==> src/rtl/serial_adder_pkg.sv <==
// ============================================================================
// serial_adder_pkg : FSM state encoding and default operand width
// Rev 1.0
// ============================================================================
`default_nettype none

package serial_adder_pkg;

  localparam int DEFAULT_WIDTH = 8;

  typedef enum logic [1:0] {
    ST_IDLE  = 2'b00,
    ST_SHIFT = 2'b01,
    ST_DONE  = 2'b10
  } state_t;

endpackage

`default_nettype wire

==> src/rtl/serial_adder_fa_cell.sv <==
// ============================================================================
// fa_cell : one-bit combinational full adder
// Rev 1.0
// ============================================================================
`default_nettype none

module fa_cell (
  input  logic x,
  input  logic y,
  input  logic ci,
  output logic s,
  output logic co
);

  assign s  = x ^ y ^ ci;
  assign co = (x & y) | (x & ci) | (y & ci);

endmodule

`default_nettype wire

==> src/rtl/serial_adder.sv <==
// ============================================================================
// serial_adder : LSB-first bit-serial adder with fixed WIDTH+1 cycle latency
// Rev 1.0
// ============================================================================
`default_nettype none

module serial_adder
  import serial_adder_pkg::*;
#(
  parameter int WIDTH = DEFAULT_WIDTH
) (
  input  logic             clk,
  input  logic             rst,
  input  logic             start,
  input  logic [WIDTH-1:0] a,
  input  logic [WIDTH-1:0] b,
  input  logic             cin,
  output logic             busy,
  output logic             done,
  output logic [WIDTH-1:0] sum,
  output logic             cout,
  output logic             ovf
);

  localparam int CW = $clog2(WIDTH + 1);

  state_t           r_state;
  state_t           w_next;
  logic [WIDTH-1:0] r_a;
  logic [WIDTH-1:0] r_b;
  logic [WIDTH-1:0] r_acc;
  logic [WIDTH-1:0] r_sum;
  logic             r_c;
  logic             r_cmsb;
  logic             r_cout;
  logic             r_ovf;
  logic [CW-1:0]    r_cnt;
  logic             w_s;
  logic             w_co;
  logic             w_last;

  fa_cell u_fa (
    .x  (r_a[0]),
    .y  (r_b[0]),
    .ci (r_c),
    .s  (w_s),
    .co (w_co)
  );

  // The counter runs 0..WIDTH; the extra SHIFT cycle at WIDTH publishes the result.
  assign w_last = (r_cnt == CW'(WIDTH));

  always_comb begin
    w_next = r_state;
    case (r_state)
      ST_IDLE:  if (start) w_next = ST_SHIFT;
      ST_SHIFT: if (w_last) w_next = ST_DONE;
      ST_DONE:  w_next = ST_IDLE;
      default:  w_next = ST_IDLE;
    endcase
  end

  always_ff @(posedge clk or posedge rst) begin
    if (rst) r_state <= ST_IDLE;
    else     r_state <= w_next;
  end

  always_ff @(posedge clk or posedge rst) begin
    if (rst) begin
      r_a    <= '0;
      r_b    <= '0;
      r_acc  <= '0;
      r_sum  <= '0;
      r_c    <= 1'b0;
      r_cmsb <= 1'b0;
      r_cout <= 1'b0;
      r_ovf  <= 1'b0;
      r_cnt  <= '0;
    end else begin
      case (r_state)
        ST_IDLE: begin
          if (start) begin
            r_a   <= a;
            r_b   <= b;
            r_c   <= cin;
            r_cnt <= '0;
          end
        end
        ST_SHIFT: begin
          if (!w_last) begin
            r_a   <= r_a >> 1;
            r_b   <= r_b >> 1;
            r_acc <= {w_s, r_acc[WIDTH-1:1]};
            r_c   <= w_co;
            r_cnt <= r_cnt + 1'b1;
            if (r_cnt == CW'(WIDTH - 1)) r_cmsb <= r_c;
          end else begin
            r_sum  <= r_acc;
            r_cout <= r_c;
            r_ovf  <= r_cmsb ^ r_c;
          end
        end
        default: ;
      endcase
    end
  end

  assign busy = (r_state != ST_IDLE);
  assign done = (r_state == ST_DONE);
  assign sum  = r_sum;
  assign cout = r_cout;
  assign ovf  = r_ovf;

endmodule

`default_nettype wire

==> config.mk <==
export PLATFORM = sky130hd
export DESIGN_NAME = serial_adder
export DESIGN_NICKNAME = d
export VERILOG_FILES = /design/src/rtl/serial_adder_pkg.sv /design/src/rtl/serial_adder_fa_cell.sv /design/src/rtl/serial_adder.sv
export SDC_FILE = /design/constraint.sdc
export NUM_CORES = 1
export LEC_CHECK = 0
export CAP_MARGIN = 20
export CORE_ASPECT_RATIO = 1.2
export CORE_UTILIZATION = 45
export CTS_BUF_LIST = sky130_fd_sc_hd__clkbuf_8
export DETAILED_ROUTE_END_ITERATION = 16
export PLACE_DENSITY = 0.76
export SKIP_CTS_REPAIR_TIMING = 1
export SLEW_MARGIN = 20
export SYNTH_ARGS = -nofsm -noshare
export SYNTH_HDL_FRONTEND = slang
export SYNTH_SLANG_ARGS = --single-unit
==> constraint.sdc <==
create_clock -name clk -period 1.5 [get_ports clk]
set_clock_uncertainty 0.05 [all_clocks]
set_input_delay 0.45 -clock clk [delete_from_list [all_inputs] [get_ports clk]]
set_output_delay 0.45 -clock clk [all_outputs]
set_load 0.03 [all_outputs]
==> results of run 1 <==
[flip-flops by register name, indices dropped and copies added, names as in the netlist]
signal   cells
r_a          8
r_acc        8
r_b          8
sum          8
r_cnt        4
r_state      2
cout         1
ovf          1
r_c          1
r_cmsb       1
[metrics by stage]
step           setup slack (ns)  area (um^2)  std cells  setup TNS [ns]
6_report                 -0.187         2810        251           -3.88
4_1_cts                  -0.574         2650        244           -5.21
5_1_grt                  -0.249         2810        251           -6.06
2_1_floorplan            -0.113         2030        135           -2.25
3_5_place_dp             -0.378         2510        236           -7.93
3_3_place_gp             -0.367         2510        236           -6.94
[final cells by class]
| type | count | area [um^2] | share of cell area |
|---|---|---|---|
| clock buffers | 6 | 82.6 | 0.0294 |
| repair buffers | 58 | 558 | 0.199 |
| inverters | 7 | 26.3 | 0.00936 |
| multi-input cells | 80 | 960 | 0.342 |
| clock inverters | 2 | 60.1 | 0.0214 |
| flip-flops and latches | 42 | 1050 | 0.374 |
| well taps | 56 | 70.1 | 0.0250 |
[synthesized netlist by cell type (all sizes together)]
master	n	area [um^2]
nand3b	1	7.51
buf	6	53.8
nand2b	1	6.26
nor2	1	3.75
nor2b	2	12.5
or3	1	6.26
nand2	5	26.3
mux2	48	601
nand3	2	10.0
mux2i	3	30.0
inv	7	26.3
xnor2	1	8.76
and3b	1	8.76
ha	2	25.0
or3b	1	8.76
nand4	1	6.26
or2	1	6.26
fa	1	20.0
o21bai	1	7.51
a21oi	3	18.8
dfrtp	42	1050
a22o	1	8.76
o221ai	1	8.76
o21ai	1	5.00
o22ai	1	6.26
[how the worst max path moves through the flow]
| stage | start | to | slack, ns |
|---|---|---|---|
| floorplan | r_cnt[1] | r_a[0] | -0.11 |
| global placement | start | r_b[0] | -0.37 |
| detailed placement | start | r_b[1] | -0.38 |
| CTS | r_state[0] | busy | -0.57 |
| global route | r_cnt[0] | r_a[4] | -0.25 |
| finish | r_cnt[0] | r_b[1] | -0.19 |
[placed cells by master, fill, tap and decap left out, types with 2 or more instances in the layout]
master,instances
dfrtp_1,42
mux2_4,32
buf_4,28
clkdlybuf4s50_1,19
mux2_2,15
clkbuf_8,6
buf_6,6
inv_1,5
nand2_1,4
mux2i_1,3
buf_12,3
nor2b_4,2
nand3_1,2
a21oi_1,2
inv_2,2
ha_4,2
bufinv_16,2
[layer usage]
layer  up-vias  GRT usage  share of wire
li1        590          -              -
met1       656      0.202           0.41
met2        34      0.341           0.53
met3         6     0.0583          0.036
met4         0     0.0568          0.015
met5         -          0              0
[power breakdown]
group | total (mW) | internal (mW) | switching (mW)
clock | 1.10 | 0.710 | 0.390
combinational | 3.74 | 2.26 | 1.48
sequential | 2.02 | 1.68 | 0.345
total | 6.86 | 4.64 | 2.22
[worst max-delay path, cell delays in order, from the launching register on]
cell and delay (ns):
dfrtp_1 0.39, inv_2 0.07, ha_4 0.16, and3b_1 0.19
a21oi_2 0.17, buf_12 0.19, mux2_2 0.35
[kinds of logic (layout without fill, tap and decap cells)]
logic type	after synthesis	in the layout	share of synthesized area
mux	51	51	0.320
buf+inv	13	73	0.0406
flops	42	42	0.533
simple gates	17	17	0.0520
compound gates	8	8	0.0279
fa+ha+maj	3	3	0.0228
xor+xnor	1	1	0.00444
==> impl_metrics.csv, run 1 <==
group,metric,value,unit
critical_path,start_kind,"flop",
sta,period_share,1.12,
clock_network,numCtsBuffers,5,
critical_path,rrSetupSlack,-0.19,ns
sta,worst_hold_slack,0.456,ns
critical_path,cp.arrival,1.82,ns
global_routing,grt-ovfl-total,0,
yosys,syn_nets,158,
die,die_area,4660,um^2
power,ir_drop,1.08,mV
sta,setup_ws,-0.187,ns
clock_network,clock_latency,0.30,ns
cells_and_area,nNetsFinal,217,
sta,slew_violations,0,
yosys,syn_inst,135,
power,powerDensity,2440,nW/um^2
sta,max_freq,0.593,GHz
run_status,violations,"negative setup slack",
die,die_h,74.5,um
run,drv_cap,0,
die,die_w,62.5,um
cells_and_area,antenna_cells,0,
global_routing,antenna_found_initial,0,
clock_network,cts_tree,"built",
critical_path,cp.required,1.63,ns
clock_network,cts_max_level,2,
detailed_routing,wl_per_cell,16.2,um
cells_and_area,synthToLayoutAreaGrowth,42.3,%
global_routing,grt_max_degree,24,
critical_path,r2r_cells,6,
power,power,6.86,mW
detailed_routing,vias,1286,
sta,worst_pin_slew,0.244,ns
die,start_util,0.467,
yosys,synth.distinct_cells,32,
cells_and_area,fillCellCount,328,
critical_path,path_class,"reg2reg",
detailed_routing,finalWirelength,4070,um
detailed_routing,ant_nets,0,
clock_network,cts_root_buffer,"clkbuf_8",
critical_path,critPathCaptureType,"flop",
clock_network,clockBufferDepth,2,
critical_path,critPathMaxFanout,18,
place,hpwl,2650,um
detailed_routing,vias_per_cell,5.12,
yosys,synth-seq-cells,42,
critical_path,timing.rr.start,"r_cnt[0]",
run_status,status,"finished with violations",
critical_path,r2r_end,"r_b[1]",
worst_hold_path,hold_path.class,"in2async",
place,port_buffers,31,
die,placeableCoreArea,4230,um^2
global_routing,grt_pass1_wl,6390,um
sta,period_minus_slack,1.69,ns
die,ios,32,
detailed_routing,drt_iter0_drc,31,
sta,hold_violations,0,
cells_and_area,final_util,0.664,
die,num_rows,26,
detailed_routing,dr.pass1.iters,3,
global_routing,grt_pass1_vias,1414,
global_routing,grt_use_total,0.184,
sta,timing.slew.headroom,0.837,
power,leakagePower,1.36,nW
place,gp_congestion,0.822,
yosys,syn_area_per_cell,14.6,um^2
yosys,syn_area,1970,um^2
clock_network,clk_pin_slew,0.08,ns
yosys,yosys_warnings,0,
clock_network,cts_sinks,42,
sta,finalSetupViolations,38,
sta,rsz0062_at_grt,"yes",
yosys,yosysSeqAreaShare,0.533,
cells_and_area,drive_above_1_share,0.544,
detailed_routing,route.detailed.drc,0,
Note: power is estimated with default switching activity, not from simulation.
==> run 2, diff against run 1 <==
- PLACE_DENSITY: 0.76 -> 0.81
- RECOVER_POWER: not set -> 25
- SKIP_LAST_GASP: not set -> 1
==> run 2 against run 1 <==
Effect of this change:
- the run still ends with negative setup slack left
- total power is 6.4% lower
- wire length is 2.7% lower
- clock power is 39% lower
- global-route usage is 0.57 points lower
- core utilization is 2.1 points lower
- maximum frequency is 1.1% lower
==> impl_metrics.csv, run 2 (synthesis results as in run 1) <==
group,metric,value,unit
sta,rsz0062_at_grt,"yes",
cells_and_area,antenna_cells,0,
clock_network,numCtsBuffers,5,
critical_path,r2r_end,"r_b[5]",
power,powerDensity,2360,nW/um^2
sta,slew_violations,0,
worst_hold_path,hold_path.class,"reg2reg",
die,placeableCoreArea,4230,um^2
critical_path,path_class,"reg2out",
sta,max_freq,0.586,GHz
sta,setup_ws,-0.206,ns
run_status,status,"finished with violations",
die,die_area,4660,um^2
sta,hold_violations,0,
global_routing,grt_pass1_vias,1348,
critical_path,start_kind,"flop",
clock_network,cts_sinks,42,
cells_and_area,drive_above_1_share,0.516,
detailed_routing,ant_nets,0,
die,num_rows,26,
clock_network,clock_latency,0.29,ns
clock_network,clk_pin_slew,0.07,ns
cells_and_area,synthToLayoutAreaGrowth,37.9,%
sta,period_minus_slack,1.71,ns
place,hpwl,2600,um
critical_path,crit_path_end,"busy",
global_routing,grt_max_degree,43,
critical_path,r2r_cells,6,
sta,worst_pin_slew,0.553,ns
global_routing,grt-ovfl-total,0,
detailed_routing,dr.pass1.iters,4,
place,dpl_cell_area,2480,um^2
global_routing,grt_use_total,0.178,
cells_and_area,nNetsFinal,213,
global_routing,met2_usage,0.320,
die,die_h,74.5,um
sta,timing.slew.headroom,0.632,
place,gp_congestion,0.751,
critical_path,cp.arrival,1.21,ns
sta,finalSetupViolations,31,
run,drv_cap,0,
detailed_routing,wl_per_cell,16.1,um
cells_and_area,final_cell_mix,"42 x dfrtp_1, 32 x mux2_4, 24 x buf_4",
cells_and_area,final_common_cell,"dfrtp_1",
place,port_buffers,31,
run_status,violations,"negative setup slack",
critical_path,timing.rr.start,"r_cnt[0]",
critical_path,critPathMaxFanout,2,
cells_and_area,finalNonFillerCells,246,
clock_network,cts_max_level,2,
place,dp_cells,234,
sta,worst_hold_slack,0.460,ns
global_routing,grt_busiest_layer,"met2",
detailed_routing,finalWirelength,3960,um
cells_and_area,fin_area,2720,um^2
power,leakagePower,1.32,nW
clock_network,cts_tree,"built",
detailed_routing,drt_iter0_drc,41,
critical_path,cp.required,1.00,ns
clock_network,clockBufferDepth,2,
critical_path,rrSetupSlack,-0.17,ns
global_routing,use_met3,0.0475,
power,ir_drop,0.908,mV
detailed_routing,route.detailed.drc,0,
critical_path,startpoint,"r_state[0]",
die,start_util,0.467,
die,die_w,62.5,um
cells_and_area,final_util,0.643,
global_routing,antenna_found_initial,0,
global_routing,grt_pass1_wl,6310,um
sta,period_share,1.14,
critical_path,critPathCaptureType,"primary output",
power,power,6.42,mW
global_routing,use_met1,0.210,
detailed_routing,vias,1262,
clock_network,cts_root_buffer,"clkbuf_8",
detailed_routing,vias_per_cell,5.13,
die,ios,32,
==> run 2: routing by layer <==
metal | part of all wire | wire [um]
met1 | 0.41 | 1620
met2 | 0.53 | 2110
met3 | 0.039 | 154
met4 | 0.017 | 67
met5 | 0 | 0
==> run 2: final cells by class <==
cell class | count | area (um^2)
clock inverters | 2 | 7.51
well taps | 56 | 70.1
multi-input cells | 81 | 990
flip-flops and latches | 42 | 1050
inverters | 7 | 26.3
fillers | 336 | 1510
repair buffers | 53 | 507
clock buffers | 5 | 68.8
==> run 2: critical path: stages, from the launching register on <==
cell,delay (ns)
dfrtp_1,0.38
or2_2,0.29
dlymetal6s2s_1,0.24
==> run 2: report_power, final <==
part / internal, mW / total [mW] / switching [mW]
clock network: 0.307 / 0.666 / 0.359
logic: 2.23 / 3.73 / 1.50
registers: 1.68 / 2.02 / 0.348
==> run 2: worst min-delay path by stage <==
stage	startpoint	to	cells after the start
floorplan	r_a[4]	r_a[4]	1
global placement	r_a[6]	r_a[6]	1
detailed placement	r_a[2]	r_a[2]	1
CTS	r_acc[0]	sum[0]	1
global route	r_acc[0]	sum[0]	1
finish	r_a[5]	r_a[5]	1
==> run 2: stage by stage <==
step | setup TNS, ns | setup WS, ns
3_3_place_gp | -7.44 | -0.391
5_1_grt | -5.85 | -0.245
2_1_floorplan | -2.25 | -0.113
6_report | -3.50 | -0.206
4_1_cts | -4.45 | -0.568
3_5_place_dp | -8.33 | -0.419
==> run 3, diff against run 2 <==
- CORE_UTILIZATION: 45 -> 50
- PLACE_DENSITY: 0.81 -> 0.87
==> run 3 against run 2 <==
Effect of this change:
- the run still ends with negative setup slack left
- core utilization is 8.5 points higher
- sequential share of layout area rose by 0.41 points
- first-iteration DRC count shrank 44%
- wire length increased by 1.2%
- final cell count shrank 1.2%
- sequential power about the same
- clock-buffer cell count up 1
- global-route usage up 1.2 points
==> impl_metrics.csv, run 3 (synthesis results as in run 1) <==
group,metric,value,unit
power,powerDensity,2380,nW/um^2
sta,finalSetupViolations,30,
clock_network,clockBufferDepth,2,
cells_and_area,final_cell_mix,"42 x dfrtp_1, 32 x mux2_4, 25 x buf_4",
global_routing,grt_use_total,0.190,
place,port_buffers,31,
sta,hold_violations,0,
detailed_routing,ant_nets,0,
sta,period_minus_slack,1.67,ns
clock_network,clk_pin_slew,0.08,ns
cells_and_area,finalNonFillerCells,243,
global_routing,grt-ovfl-total,0,
clock_network,clock_latency,0.30,ns
die,placeableCoreArea,3690,um^2
sta,max_freq,0.599,GHz
detailed_routing,drt_iter0_drc,23,
critical_path,critPathMaxFanout,9,
cells_and_area,final_util,0.729,
sta,rsz0062_at_grt,"yes",
critical_path,cp.required,1.62,ns
run_status,status,"finished with violations",
sta,period_share,1.11,
global_routing,antenna_found_initial,0,
cells_and_area,seqCellArea,1050,um^2
critical_path,r2r_end,"r_a[6]",
cells_and_area,antenna_cells,0,
cells_and_area,drive_above_1_share,0.529,
run,drv_cap,0,
cells_and_area,synthToLayoutAreaGrowth,36.4,%
die,ios,32,
die,die_w,59.3,um
clock_network,cts_root_buffer,"clkbuf_8",
global_routing,grt_max_degree,43,
global_routing,grt_pass1_vias,1326,
critical_path,crit_path_cell_trace,"inv_2, ha_4, and3b_1, a21oi_4, buf_12, mux2_2",
die,num_rows,24,
power,leakagePower,1.30,nW
critical_path,rrSetupSlack,-0.17,ns
detailed_routing,wl_per_cell,16.5,um
critical_path,path_class,"reg2reg",
detailed_routing,route.detailed.drc,0,
clock_network,cts_tree,"built",
sta,timing.slew.headroom,0.617,
sta,slew_violations,0,
critical_path,critPathCaptureType,"flop",
cells_and_area,multi_input_area,962,um^2
die,die_area,4200,um^2
detailed_routing,vias,1288,
place,hpwl,2590,um
clock_network,cts_sinks,42,
critical_path,timing.rr.start,"r_cnt[0]",
cells_and_area,fillCellCount,244,
power,ir_drop,1.31,mV
critical_path,cp_slowest_cell,"dfrtp_1",
sta,worst_hold_slack,0.456,ns
detailed_routing,vias_per_cell,5.30,
critical_path,r2r_cells,6,
global_routing,grt_pass1_wl,6010,um
clock_network,cts_max_level,2,
critical_path,cp.arrival,1.79,ns
die,start_util,0.534,
place,place_ws,-0.371,ns
die,die_h,70.8,um
critical_path,startpoint,"r_cnt[0]",
worst_hold_path,min-delay-start,"r_b[1]",
sta,worst_pin_slew,0.575,ns
detailed_routing,dr.pass1.iters,4,
critical_path,crit_path_end,"r_a[6]",
worst_hold_path,hold_path.class,"reg2reg",
sta,setup_ws,-0.169,ns
run_status,violations,"negative setup slack",
power,power,6.41,mW
detailed_routing,finalWirelength,4010,um
critical_path,start_kind,"flop",
cells_and_area,nNetsFinal,213,
place,dp_cells,231,
clock_network,numCtsBuffers,5,
critical_path,cp_slowest_stage_delay,0.37,ns
cells_and_area,final_common_cell,"dfrtp_1",
place,gp_congestion,0.903,
## run 3: area by class of cell
type,instances,area share
Multi-Input combinational cell,81,0.358
Inverter,7,0.00976
Tap cell,52,0.0242
Sequential cell,42,0.391
Clock buffer,6,0.0307
Clock inverter,2,0.00465
Timing Repair Buffer,53,0.183
## run 3: worst max-delay path: cells and delay by family (launching register included)
family          cells  cell delay (ns)
simple gates        1             0.20
compound gates      1             0.22
fa+ha+maj           1             0.15
mux                 1             0.34
flops               1             0.37
buf+inv             2             0.23
## run 3: metal layers
| metal | GRT usage | wire length (um) | share of wire | vias to the layer above |
|---|---|---|---|---|
| met3 | 0.0548 | 148 | 0.037 | 7 |
| met5 | 0 | 0 | 0 | - |
| met4 | 0.0529 | 68 | 0.017 | 0 |
| met2 | 0.320 | 2130 | 0.53 | 41 |
| met1 | 0.236 | 1650 | 0.41 | 662 |
| li1 | - | - | - | 578 |
## run 3: power by group
| group | internal, mW | switching (mW) | total (mW) |
|---|---|---|---|
| sequential | 1.68 | 0.342 | 2.02 |
| clock | 0.370 | 0.390 | 0.760 |
| combinational | 2.16 | 1.48 | 3.64 |
## run 3: worst min path at each step
stage | to | slack, ns | depth (start not counted)
floorplan | r_a[4] | 0.42 | 1
global placement | r_b[1] | 0.44 | 1
detailed placement | r_b[1] | 0.44 | 1
CTS | r_b[1] | 0.46 | 1
global route | r_a[5] | 0.48 | 1
finish | r_b[1] | 0.46 | 1
## run 3: through the flow
step	setup TNS (ns)	cell area [um^2]
after floorplan	-2.25	2030
after global placement	-6.78	2490
after detailed placement	-6.93	2490
after CTS	-3.46	2580
after global routing	-4.83	2690
final	-3.43	2690
